[src/rtl/gouram_trace_packetiser.sv]
// Queues completed-instruction trace records and serialises each one as a
// framed packet: one header word, then NWORDS payload words, under valid/ready.
module gouram_trace_packetiser #(
  parameter int TRACE_WIDTH = 128,
  parameter int DEPTH       = 16,
  parameter int WORD_WIDTH  = 32
) (
  input  logic                      clk,
  input  logic                      rst,
  input  logic                      trace_valid_i,
  input  logic [TRACE_WIDTH-1:0]    trace_data_i,
  output logic                      out_valid_o,
  output logic [WORD_WIDTH-1:0]     out_data_o,
  output logic                      out_last_o,
  input  logic                      out_ready_i,
  output logic [$clog2(DEPTH):0]    fifo_level_o,
  output logic                      overflow_o,
  output logic [15:0]               overflow_count_o
);
  localparam int NWORDS = (TRACE_WIDTH + WORD_WIDTH - 1) / WORD_WIDTH;
  localparam int AW     = $clog2(DEPTH);
  localparam int LW     = AW + 1;
  localparam int SW     = NWORDS * WORD_WIDTH;

  typedef enum logic [1:0] {IDLE, HEADER, PAYLOAD} state_t;
  typedef struct packed {
    logic [7:0]             seq;
    logic [TRACE_WIDTH-1:0] data;
  } rec_t;

  state_t          state, nstate;
  rec_t            mem [DEPTH];
  rec_t            head;
  logic [AW-1:0]   wptr, rptr;
  logic [LW-1:0]   count;
  logic [7:0]      seq, cur_seq, idx;
  logic [SW-1:0]   sh;
  logic            empty, full, push, pop, drop, xfer, last;

  assign empty = (count == '0);
  assign full  = (count == LW'(DEPTH));
  assign head  = mem[rptr];
  assign xfer  = out_valid_o & out_ready_i;
  assign last  = (idx == 8'(NWORDS - 1));
  // Popping is independent of the sink in IDLE; in PAYLOAD it rides on the last-word transfer.
  assign pop   = ~empty & ((state == IDLE) | ((state == PAYLOAD) & xfer & last));
  assign push  = trace_valid_i & (~full | pop);
  assign drop  = trace_valid_i & full & ~pop;

  assign fifo_level_o = count;

  always_ff @(posedge clk) begin
    if (push) mem[wptr] <= '{seq: seq, data: trace_data_i};
  end

  always_ff @(posedge clk or negedge rst) begin
    if (!rst) begin
      wptr             <= '0;
      rptr             <= '0;
      count            <= '0;
      seq              <= '0;
      overflow_o       <= 1'b0;
      overflow_count_o <= '0;
    end else begin
      if (trace_valid_i) seq <= seq + 8'd1;
      if (push) wptr <= wptr + AW'(1);
      if (pop)  rptr <= rptr + AW'(1);
      if (push && !pop)      count <= count + LW'(1);
      else if (pop && !push) count <= count - LW'(1);
      if (drop) begin
        overflow_o <= 1'b1;
        if (overflow_count_o != 16'hFFFF) overflow_count_o <= overflow_count_o + 16'd1;
      end
    end
  end

  // Output shift register: payload word 0 always sits in the low bits.
  always_ff @(posedge clk or negedge rst) begin
    if (!rst) begin
      sh      <= '0;
      cur_seq <= '0;
      idx     <= '0;
    end else begin
      if (pop) begin
        sh      <= SW'(head.data);
        cur_seq <= head.seq;
      end else if (state == PAYLOAD && xfer && !last) begin
        sh  <= sh >> WORD_WIDTH;
        idx <= idx + 8'd1;
      end
      if (state == HEADER && xfer) idx <= '0;
    end
  end

  always_ff @(posedge clk or negedge rst) begin
    if (!rst) state <= IDLE;
    else      state <= nstate;
  end

  always_comb begin
    nstate = state;
    case (state)
      IDLE:    if (!empty) nstate = HEADER;
      HEADER:  if (xfer) nstate = PAYLOAD;
      PAYLOAD: if (xfer && last) nstate = empty ? IDLE : HEADER;
      default: nstate = IDLE;
    endcase
  end

  always_comb begin
    out_valid_o = 1'b0;
    out_last_o  = 1'b0;
    out_data_o  = '0;
    case (state)
      HEADER: begin
        out_valid_o = 1'b1;
        out_data_o  = {8'hA5, cur_seq, 8'(NWORDS), 8'h00};
      end
      PAYLOAD: begin
        out_valid_o = 1'b1;
        out_last_o  = last;
        out_data_o  = sh[WORD_WIDTH-1:0];
      end
      default: ;
    endcase
  end
endmodule

[config.mk]
export PLATFORM = sky130hd
export DESIGN_NAME = gouram_trace_packetiser
export DESIGN_NICKNAME = d
export VERILOG_FILES = /design/src/rtl/gouram_trace_packetiser.sv
export SDC_FILE = /design/constraint.sdc
export NUM_CORES = 2
export LEC_CHECK = 0
export ABC_AREA = 1
export CAP_MARGIN = 30
export CORE_MARGIN = 2
export CORE_UTILIZATION = 56
export DETAILED_ROUTE_END_ITERATION = 8
export HOLD_SLACK_MARGIN = 0.03
export PLACE_DENSITY = 0.73
export SYNTH_ARGS = -nofsm -noshare
export SYNTH_HDL_FRONTEND = slang
export SYNTH_SLANG_ARGS = --single-unit
[constraint.sdc]
create_clock -name clk -period 7.6 [get_ports clk]
set_input_delay 1.52 -clock clk [delete_from_list [all_inputs] [get_ports clk]]
set_output_delay 1.52 -clock clk [all_outputs]
set_load 0.01 [all_outputs]
==> Flow_metrics.wiki <==
{| class="wikitable"
! Metric !! Value
|-
| Remaining number of nets flagged by the antenna check after routing || 0
|-
| First-iteration detailed-routing DRC count || 8330
|-
| Gates resized, CTS repair || 0
|-
| Number of H-tree levels || 4
|-
| Worst vdd rail ir drop || 0.0003795 V
|-
| Max incr delay on CP || 0.63 ns
|-
| Transition time at the pin with the least slew margin || 1.203 ns
|-
| Placement row count || 154
|-
| Share of the core filled with cells || 62.55%
|-
| Placer's final routability congestion estimate || 0.8884
|-
| Summed instance area of the synthesized netlist || 0.09980 sq mm
|-
| Period utilization || 62.09%
|-
| Area share of the largest cell type after synthesis || 65.47%
|-
| Vias in the first global route || 65714
|-
| Layout cells sized above 1 || 4.678%
|-
| Total of buffers placed on input and output ports || 187
|-
| Maximum number of buffers from clock root to sink || 3
|-
| Leakage power || 45.19 nW
|-
| Final max-slew violation count || 0
|-
| Sum of overflow across all layers after global routing || 0
|-
| Horizontal die dimension || 426.2 um
|-
| DP HPWL || 143800 um
|-
| Total of endpoints with negative setup slack in the final report || 0
|-
| Class of the most critical setup path || flip-flop to output port
|-
| Worst setup timing slack at the placement stage || 2.471 ns
|-
| Initial antenna violation count || 23
|-
| Maximum frequency from static timing analysis || 211.9 MHz
|-
| Worst Slack Setup Final || 2.881 ns
|-
| CP arrival || 3.20 ns
|-
| Area of the core || 0.1767 sq mm
|-
| Count of fill cells added during filler insertion || 13292
|-
| Syn_nets || 9484
|-
| Clock tree from TritonCTS || built
|-
| Number of synthesis warnings || 0
|-
| Type of origin of the critical path || flip-flop
|-
| Worst Hold Slack || 0.4644 ns
|-
| CTS buffer count || 226
|-
| Mean number of vias per cell || 5.759
|-
| Largest net degree at the start of global routing || 194
|-
| Synthesis-to-finish area growth || 10.75%
|-
| Clock tree sinks || 2360
|-
| Power density relative to cell area || 378.9 mW/mm^2
|-
| Cell variety after synth || 31
|-
| Total Wirelength || 268600 um
|-
| Hold WC Path Type || flip-flop to flip-flop
|-
| Post-CTS setup buffer count || 0
|-
| Synth Register Bits || 2360
|-
| Crit path max-delay cell type || clkdlybuf4s50_1
|-
| Element type at the critical path end || output port
|-
| Post-synthesis sequential area ratio || 70.09%
|-
| Detail-routed net length per standard cell || 22.65 um
|-
| Final Hold Viols || 0
|-
| Setup repair after global routing missed its margin || no
|-
| Total global-route track usage || 29.47%
|-
| Avg Cell Area, Syn || 10.69 sq um
|-
| Clock latency reported for the late side of the worst-skew pair || 0.89 ns
|-
| DRC || 0
|-
| Required time of the worst setup path || 6.08 ns
|-
| Master cell of the clock root buffer || clkbuf_16
|-
| Result of the run || completed
|-
| Rel. slew slack || 19.80%
|-
| Post-CTS Hold Buffers || 0
|-
| Largest fanout of any net on the critical path || 29
|-
| Largest clock skew in the final design || 0.05886 ns
|-
| Fin nets || 9465
|-
| Synthesized instance count || 9334
|-
| Global-route wire length before repair || 402800 um
|-
| Period minus WS final || 4.719 ns
|-
| Initial cell density of the core || 56.48%
|-
| Pre-Repair DR Iteration Count || 7
|-
| Leading post-synthesis cells by cell area || edfxtp_1 (65%), nand2_1 (11%), nand3_1 (10%)
|-
| Sequence of cells on the critical path || inv_1, ha_1, buf_4, nand2_1, a21oi_1, clkdlybuf4s50_1
|-
| Io pins || 188
|-
| Die boundary height || 426.2 um
|-
| Clock-pin slew on the worst setup and hold paths || 0.06 ns
|-
| DIE AREA || 0.1816 sq mm
|-
| Max capacitance violation total || 0
|-
| Sum of negative setup slack || 0 ns
|-
| Routed via count || 68306
|-
| Post-synthesis cell type with the largest combined area || edfxtp_1
|}
[registers in the layout, summed over array words and instances, names as in the netlist]
register          cells
cur_seq               8
fifo_level_o          5
idx                   8
mem                2176
overflow_count_o     16
overflow_o            1
rptr                  4
seq                   8
sh                  128
state                 2
wptr                  4
[path summary, 6_finish.rpt]
kind	start	endpoint	slack (ns)	cells past startpoint
min in group asynchronous	rst	overflow_count_o[2]	0.55	1
max reg2reg	state[0]	mem[15][109]	3.25	12
min	overflow_o	overflow_o	0.46	1
max	state[0]	out_data_o[22]	2.88	6
min reg2reg	overflow_o	overflow_o	0.46	1
max in group asynchronous	rst	seq[2]	5.76	2
[cell families (layout without fill, tap and decap cells)]
kind of cell,count (synthesis),in the layout,share of synthesized area (%)
buf+inv,1754,1933,7.246
flops,2360,2360,70.09
simple gates,5114,5114,21.87
compound gates,56,56,0.2859
other cells,0,8,0
xor+xnor,32,32,0.2808
fa+ha+maj,18,18,0.2332
[cells in the final DEF (no fill, tap or decap), drive strengths merged, types with 8 or more instances in the layout]
cell type,count
bufinv,11
ha,17
a21oi,16
dfrtp,184
o21ai,38
buf,95
diode,8
edfxtp,2176
clkinv,97
clkdlybuf4s50,186
nor2,61
xnor2,10
nand4,14
inv,1228
clkbuf,312
nand3,2043
nand2,2988
xor2,22
[cell usage after synthesis]
cell and count:
clkbuf_1 104, xnor2_1 10, nor2_2 3, nor3_1 4, buf_1 33, buf_6 5
buf_2 335, dfrtp_1 184, nand4_1 14, edfxtp_1 2176, a21o_1 1, nor3b_2 1
nand2_2 2, o211ai_1 1, fa_1 1, inv_2 5, ha_1 17, inv_4 1
nor2_1 58, clkinv_1 2, o21ai_1 11, nand3_1 2043, nand2_1 2986, buf_4 50
nand3b_1 1, a21oi_1 16, clkbuf_2 1, inv_1 1218, or2_2 2, xor2_1 22
o21ai_0 27
[through the flow]
step	cell area, sq um	power [mW]	std cells
after detailed placement	103300	30.93	11427
final	110500	41.88	11861
after global placement	103300	30.61	11425
after CTS	110500	41.74	11853
after global routing	110500	43.74	11859
after floorplan	99800	26.15	9334
[cell type report]
cell class	instances	area [sq um]	share of cell area, %
flip-flops and latches	2360	69960	63.30
multi-input cells	5220	22760	20.59
clock buffers	312	6202	5.611
inverters	1226	4639	4.197
repair buffers	281	3040	2.751
well taps	2340	2928	2.649
clock inverters	114	977.2	0.8841
diodes	8	20.02	0.01811
[worst max-delay path: cells and delay by family (launching register included)]
kind	cells	cell delay, ns
AND/OR/NAND/NOR	1	0.08
flip-flops	1	0.41
adder cells (fa/ha/maj)	1	0.35
buffers and inverters	3	1.09
AO/OA/AOI/OAI	1	0.37
[metal layers]
metal | up-vias | share of wire, % | global-route usage [%]
li1 | 30885 | - | -
met1 | 33058 | 38 | 38.91
met2 | 3661 | 47 | 47.17
met3 | 682 | 9.6 | 5.457
met4 | 20 | 5.4 | 14.72
met5 | - | 0.048 | 0
[report_power, final]
part	switching [mW]	internal, mW
Clock	4.83	6.07
Sequential	1.04	15.9
Combinational	10.4	3.70
Power figures use the tool's default switching activity.
